--- src/rtl/core_pkg.sv ---
// Shared core definitions: forwarding select codes, register index width and shadow-pipeline records.
package core_pkg;

  localparam int unsigned REG_W = 5;

  localparam logic [1:0] FWD_REG = 2'b00;
  localparam logic [1:0] FWD_WB  = 2'b01;
  localparam logic [1:0] FWD_MEM = 2'b10;

  // Execute-stage shadow entry
  typedef struct packed {
    logic [REG_W-1:0] rs1;
    logic [REG_W-1:0] rs2;
    logic [REG_W-1:0] rd;
    logic             regw;
    logic             load;
    logic             md;
  } shadow_t;

  // Memory/writeback shadow entry: only the destination matters past E
  typedef struct packed {
    logic [REG_W-1:0] rd;
    logic             regw;
  } wb_t;

endpackage

--- src/rtl/hazard_ctrl_if.sv ---
// Decode-stage hazard inputs and pipeline stall/flush/forward controls.
interface hazard_ctrl_if;
  import core_pkg::*;

  logic [REG_W-1:0] Rs1D;
  logic [REG_W-1:0] Rs2D;
  logic [REG_W-1:0] RdD;
  logic             RegWriteD;
  logic             LoadD;
  logic             MulDivD;
  logic             PCSrcE;
  logic [1:0]       Forward_AE;
  logic [1:0]       Forward_BE;
  logic             StallF;
  logic             StallD;
  logic             StallE;
  logic             FlushD;
  logic             FlushE;

  // Pipeline datapath side
  modport master (
    output Rs1D, Rs2D, RdD, RegWriteD, LoadD, MulDivD, PCSrcE,
    input  Forward_AE, Forward_BE, StallF, StallD, StallE, FlushD, FlushE
  );

  // Hazard controller side
  modport slave (
    input  Rs1D, Rs2D, RdD, RegWriteD, LoadD, MulDivD, PCSrcE,
    output Forward_AE, Forward_BE, StallF, StallD, StallE, FlushD, FlushE
  );

endinterface

--- src/rtl/fwd_sel.sv ---
// Per-operand forward decode: nearest in-flight writer wins, x0 never forwarded.
module fwd_sel
  import core_pkg::*;
(
  input  logic [REG_W-1:0] src,
  input  logic [REG_W-1:0] rd_m,
  input  logic             regw_m,
  input  logic [REG_W-1:0] rd_w,
  input  logic             regw_w,
  output logic [1:0]       sel
);

  // M-stage result is younger than W-stage, so it is checked first
  always_comb begin
    sel = FWD_REG;
    if (src != '0) begin
      if (regw_m && (rd_m == src)) begin
        sel = FWD_MEM;
      end else if (regw_w && (rd_w == src)) begin
        sel = FWD_WB;
      end
    end
  end

endmodule

--- src/rtl/hazard_ctrl.sv ---
// Execute-stage sequencing: forwarding selects, load-use bubbles, branch flushes, mul/div occupancy.
module hazard_ctrl
  import core_pkg::*;
#(
  parameter int unsigned MULDIV_LAT = 4,
  parameter int unsigned CNT_W      = 3
) (
  input logic          clk,
  input logic          rst_n,
  hazard_ctrl_if.slave hz
);

  logic [CNT_W-1:0] cnt;
  shadow_t          e_q;
  wb_t              m_q;
  wb_t              w_q;
  shadow_t          d_in;
  logic             busy;
  logic             lw_stall;
  logic             flush_e;
  logic             redirect;
  logic [1:0]       fwd_a;
  logic [1:0]       fwd_b;

  // Hazard detection and control outputs; reset forces flushes and masks everything else
  always_comb begin
    d_in     = '{rs1: hz.Rs1D, rs2: hz.Rs2D, rd: hz.RdD,
                 regw: hz.RegWriteD, load: hz.LoadD, md: hz.MulDivD};
    busy     = rst_n && (cnt != '0);
    lw_stall = rst_n && e_q.load && (e_q.rd != '0) &&
               ((e_q.rd == hz.Rs1D) || (e_q.rd == hz.Rs2D));
    redirect = rst_n && !busy && hz.PCSrcE;
    flush_e  = !busy && (hz.PCSrcE || lw_stall);

    hz.StallE     = busy;
    hz.StallF     = busy || (lw_stall && !hz.PCSrcE);
    hz.StallD     = busy || (lw_stall && !hz.PCSrcE);
    hz.FlushD     = !rst_n || redirect;
    hz.FlushE     = !rst_n || flush_e;
    hz.Forward_AE = rst_n ? fwd_a : FWD_REG;
    hz.Forward_BE = rst_n ? fwd_b : FWD_REG;
  end

  // Shadow pipeline and mul/div busy counter
  always_ff @(posedge clk) begin
    if (!rst_n) begin
      cnt <= '0;
      e_q <= '0;
      m_q <= '0;
      w_q <= '0;
    end else begin
      w_q <= m_q;
      if (busy) begin
        m_q <= '0;
        cnt <= cnt - CNT_W'(1);
      end else begin
        m_q <= '{rd: e_q.rd, regw: e_q.regw};
        if (flush_e) begin
          e_q <= '0;
        end else begin
          e_q <= d_in;
          cnt <= hz.MulDivD ? CNT_W'(MULDIV_LAT - 1) : '0;
        end
      end
    end
  end

  fwd_sel u_fwd_a (
    .src    (e_q.rs1),
    .rd_m   (m_q.rd),
    .regw_m (m_q.regw),
    .rd_w   (w_q.rd),
    .regw_w (w_q.regw),
    .sel    (fwd_a)
  );

  fwd_sel u_fwd_b (
    .src    (e_q.rs2),
    .rd_m   (m_q.rd),
    .regw_m (m_q.regw),
    .rd_w   (w_q.rd),
    .regw_w (w_q.regw),
    .sel    (fwd_b)
  );

endmodule

--- src/flat_wrapper.sv ---
// flat-port wrapper written by rule: the top's interface ports become plain ports
module hazard_ctrl_flat import core_pkg::*;
#(
  parameter int unsigned MULDIV_LAT = 4,
  parameter int unsigned CNT_W      = 3
)
  (clk, rst_n, hz_Rs1D, hz_Rs2D, hz_RdD, hz_RegWriteD, hz_LoadD, hz_MulDivD, hz_PCSrcE, hz_Forward_AE, hz_Forward_BE, hz_StallF, hz_StallD, hz_StallE, hz_FlushD, hz_FlushE);
  hazard_ctrl_if hz_i ();
  input logic clk;
  input logic rst_n;
  input wire logic [$bits(hz_i.Rs1D)-1:0] hz_Rs1D;
  input wire logic [$bits(hz_i.Rs2D)-1:0] hz_Rs2D;
  input wire logic [$bits(hz_i.RdD)-1:0] hz_RdD;
  input wire logic [$bits(hz_i.RegWriteD)-1:0] hz_RegWriteD;
  input wire logic [$bits(hz_i.LoadD)-1:0] hz_LoadD;
  input wire logic [$bits(hz_i.MulDivD)-1:0] hz_MulDivD;
  input wire logic [$bits(hz_i.PCSrcE)-1:0] hz_PCSrcE;
  output wire logic [$bits(hz_i.Forward_AE)-1:0] hz_Forward_AE;
  output wire logic [$bits(hz_i.Forward_BE)-1:0] hz_Forward_BE;
  output wire logic [$bits(hz_i.StallF)-1:0] hz_StallF;
  output wire logic [$bits(hz_i.StallD)-1:0] hz_StallD;
  output wire logic [$bits(hz_i.StallE)-1:0] hz_StallE;
  output wire logic [$bits(hz_i.FlushD)-1:0] hz_FlushD;
  output wire logic [$bits(hz_i.FlushE)-1:0] hz_FlushE;
  assign hz_i.Rs1D = hz_Rs1D;
  assign hz_i.Rs2D = hz_Rs2D;
  assign hz_i.RdD = hz_RdD;
  assign hz_i.RegWriteD = hz_RegWriteD;
  assign hz_i.LoadD = hz_LoadD;
  assign hz_i.MulDivD = hz_MulDivD;
  assign hz_i.PCSrcE = hz_PCSrcE;
  assign hz_Forward_AE = hz_i.Forward_AE;
  assign hz_Forward_BE = hz_i.Forward_BE;
  assign hz_StallF = hz_i.StallF;
  assign hz_StallD = hz_i.StallD;
  assign hz_StallE = hz_i.StallE;
  assign hz_FlushD = hz_i.FlushD;
  assign hz_FlushE = hz_i.FlushE;
  hazard_ctrl #(.MULDIV_LAT(MULDIV_LAT), .CNT_W(CNT_W)) u_core (.clk(clk), .rst_n(rst_n), .hz(hz_i));
endmodule
--- config.mk ---
export PLATFORM = sky130hd
export DESIGN_NAME = hazard_ctrl_flat
export DESIGN_NICKNAME = d
export VERILOG_FILES = /design/src/rtl/core_pkg.sv /design/src/rtl/hazard_ctrl_if.sv /design/src/rtl/fwd_sel.sv /design/src/rtl/hazard_ctrl.sv /design/src/flat_wrapper.sv
export SDC_FILE = /design/constraint.sdc
export NUM_CORES = 1
export LEC_CHECK = 0
export ABC_AREA = 1
export BUFFER_PORTS_ARGS = -buffer_cell sky130_fd_sc_hd__buf_2
export CELL_PAD_IN_SITES_DETAIL_PLACEMENT = 0
export CELL_PAD_IN_SITES_GLOBAL_PLACEMENT = 1
export CORE_UTILIZATION = 40
export CTS_BUF_LIST = sky130_fd_sc_hd__clkbuf_2
export DETAILED_ROUTE_END_ITERATION = 16
export GPL_ROUTABILITY_DRIVEN = 1
export PLACE_DENSITY_LB_ADDON = 0.08
export SYNTH_ARGS = -nofsm -noshare
export SYNTH_HDL_FRONTEND = slang
export SYNTH_SLANG_ARGS = --single-unit
--- constraint.sdc ---
create_clock -name clk -period 1.75 [get_ports clk]
set_input_delay 0.175 -clock clk [delete_from_list [all_inputs] [get_ports clk]]
set_output_delay 0.175 -clock clk [all_outputs]
set_load 0.005 [all_outputs]
==> run_results.csv <==
group,metric,value,unit
route,vias_per_cell,4.60,
sta,setup_viol,0,
setup_path,r2r-end,"u_core.e_q[9]$_SDFFE_PN0N_",
route,drc,0,
grt,grt_pass1_vias,1453,
min_path,worstHoldStart,"hz_RdD[4]",
pwr,powerDensity,795,mW/mm2
synth,synth_fp_nets,288,
sta,period_minus_slack,1.74,ns
setup_path,rrSetupSlack,0.16,ns
sta,final.period_utilization,99.7,%
setup_path,critPathSlowestCell,"dfxtp_4",
synth,synth.most_common_cell,"nand2_1",
die,row_count,23,
synth,ys_seq_area_share,36.5,%
clocking,clock-root-buffer,"clkbuf_2",
synth,synthDistinctLibCells,27,
setup_path,crit_buf_inv,2,
setup_path,cp-start-kind,"flop",
synth,yosysTopAreaCell,"dfxtp_1",
setup_path,crit_arrival,1.57,ns
pwr,power.leakage,1.13,nW
place,io_buffers,29,
grt,antenna_found_initial,0,
synth,synth_xor_area_share,5.99,%
setup_path,worstPathMaxFanout,4,
sta,skew,0.0135,ns
min_path,hold_path_class,"in -> reg",
synth,synth_compound_area_share,10.1,%
place,pre_cts_ws,0.164,ns
synth,yosys.area_share.simple,30.4,%
synth,ys_top_cells_by_count,"nand2_1, inv_1, dfxtp_1",
pwr,vdd_drop_max,376,uV
grt,gr-total-overflow,0,
synth,synthAdderAreaFrac,1.43,%
die,initial_core_util,42.7,%
synth,synthMuxAreaShare,0,%
run_status,outcome,"complete, no violations",
die,die_w,68.2,um
sta,tightest_slew,0.330,ns
synth,synthTopCellsByArea,"dfxtp_1, nand2_1, inv_1",
die,die_h,68.2,um
die,ios,30,
cells_and_area,syn2layout_area_growth,21.3,%
sta,slew_violations,0,
sta,setup_slack,0.00547,ns
synth,synth_cells,265,
synth,synthFlopType,"dfxtp_1",
synth,synthArstFlopShare,0,%
route,drtPass1Iterations,4,
route,drt_iter0_drc,69,
setup_path,path_class,"reg -> out",
synth,synth-edff-count,0,
setup_path,r2r_start,"u_core.e_q[5]$_SDFFE_PN0N_",
setup_path,crit_family,"simple AND/OR/NAND/NOR gates",
synth,synth_area,0.00176,mm2
cells_and_area,drive_gt1_share,30.5,%
grt,grt_max_degree,17,
die,dieArea,0.00466,mm2
die,fp.coreArea,0.00412,mm2
cells_and_area,multi_input_area,893,um2
min_path,worstHoldEndpoint,"u_core.e_q[7]$_SDFFE_PN0N_",
sta,timing.slew.headroom,77.8,%
grt,grt_pass1_wl,6440,um
clocking,cts_tree,"built",
flow_run,maxCapViolCount,0,
cells_and_area,antenna_cells,0,
place,hpwl,3200,um
setup_path,reg2reg_depth,11,
clocking,clockBufferDepth,2,
cells_and_area,final_nets,328,
sta,rsz0062_at_grt,"yes",
sta,hold-worst-slack,0.116,ns
clocking,clkTransAtPathRegs,0.17,ns
synth,postSynthAreaPerCell,6.62,um2
route,postRouteWirelength,4070,um
synth,synth_top_family_by_area,"simple AND/OR/NAND/NOR gates",
route,routedWlPerCell,11.5,um
route,vias,1634,
synth,synth-warning-count,0,
clocking,htreeDepth,2,
synth,yosys.area.top_type_share,36.5,%
setup_path,max_stage_delay,0.39,ns
route,ant_nets,0,
sta,max_freq,573,MHz
clocking,clock_latency,0.36,ns
cells_and_area,seqCellArea,668,um2
min_path,worstHoldPathCells,5,
place,globalplace.congestion,0.782,
setup_path,path_cells,"nor3_1 > nand3_1 > nand3_1 > inv_1 > nand2_2 > nand2_4 > nand2_4 > nand2_8 > buf_6",
clocking,cts_made_buffers,5,
synth,synth_seq_cells,32,
sta,finalHoldViolations,0,
cells_and_area,fillerInstances,442,
setup_path,crit_required,1.57,ns
grt,track_usage,19.2,%
setup_path,end_kind,"output port",
clocking,cts_sinks,32,
cell families after synthesis:
| group | count (synthesis) |
|---|---|
| AND/OR/NAND/NOR | 122 |
| buffers and inverters | 65 |
| AO/OA/AOI/OAI | 32 |
| flip-flops | 32 |
| XOR/XNOR | 12 |
| adder cells (fa/ha/maj) | 2 |
metrics by stage:
| stage | power (mW) | cell area [um2] | util, % | instances | setup TNS [ns] |
|---|---|---|---|---|---|
| 2_1_floorplan | 1.20 | 1760 | - | 265 | 0 |
| 3_3_place_gp | 1.32 | 1950 | 47.5 | 341 | 0 |
| 3_5_place_dp | 1.33 | 1950 | 47.5 | 341 | 0 |
| 4_1_cts | 1.68 | 2050 | 49.8 | 351 | -0.0763 |
| 5_1_grt | 1.81 | 2130 | 51.7 | 355 | -0.439 |
| 6_report | 1.69 | 2130 | 51.7 | 355 | 0 |
sequential cells by signal (all words and copies together) (netlist names):
register and flops:
u_core.w_q 6, u_core.cnt 3, u_core.e_q 17, u_core.m_q 6
what timing repair did:
item / 4_1_cts / 5_1_grt
endpoints found under the setup margin: 6 / 11
endpoints found under the hold margin: 0 / 0
hold buffers: 0 / 0
pin swaps: 8 / 12
buffers inserted: 3 / 4
gates resized for setup: 17 / 24
per-layer routing:
layer  up-vias  wire (um)  GRT usage, %  part of all wire [%]
li1        887          -             -                     -
met1       711       2000          23.8                    49
met2        31       1860          32.6                    46
met3         5        155          4.50                   3.8
met4         0         49          5.47                   1.2
met5         -          0             0                     0
power breakdown:
group,total [mW],internal (mW),switching [mW]
registers,0.844,0.791,0.0536
logic,0.523,0.218,0.305
clock network,0.326,0.0825,0.243
total,1.69,1.09,0.602
worst max path at each step:
stage	start	to	slack, ns	depth (start not counted)
2_1_floorplan	u_core.cnt[0]$_SDFFE_PN0P_	hz_StallF	0.21	8
4_1_cts	u_core.e_q[3]$_SDFFE_PN0N_	hz_FlushE	-0.04	11
3_3_place_gp	u_core.cnt[0]$_SDFFE_PN0P_	u_core.e_q[3]$_SDFFE_PN0N_	0.20	8
5_1_grt	u_core.e_q[7]$_SDFFE_PN0N_	hz_FlushE	-0.1	11
6_report	u_core.e_q[5]$_SDFFE_PN0N_	hz_FlushE	0.005	9
3_5_place_dp	u_core.cnt[0]$_SDFFE_PN0P_	u_core.e_q[9]$_SDFFE_PN0N_	0.16	9
layout by cell type (no fill, tap or decap), drive strengths merged, types with 3 or more instances in the layout:
cell type,count
nand3,11
o21ai,20
buf,41
clkbuf,5
nor3,6
nand2,65
a21oi,4
xor2,8
o22ai,3
inv,57
nor2,35
dfxtp,32
xnor2,4
worst min-delay path: cells and delay by family:
family                 cells  cell delay, ns
buffers and inverters      2            0.14
and+or+nand+nor            2            0.08
AOI/OAI and AO/OA          1            0.06
layout make-up:
| cell class | instances | share of cell area, % |
|---|---|---|
| Clock buffer | 5 | 1.18 |
| Clock inverter | 2 | 0.353 |
| Inverter | 57 | 10.3 |
| Multi-Input combinational cell | 168 | 42.0 |
| Sequential cell | 32 | 31.4 |
| Tap cell | 50 | 2.94 |
| Timing Repair Buffer | 41 | 11.9 |
(Power assumes the default switching activity.)
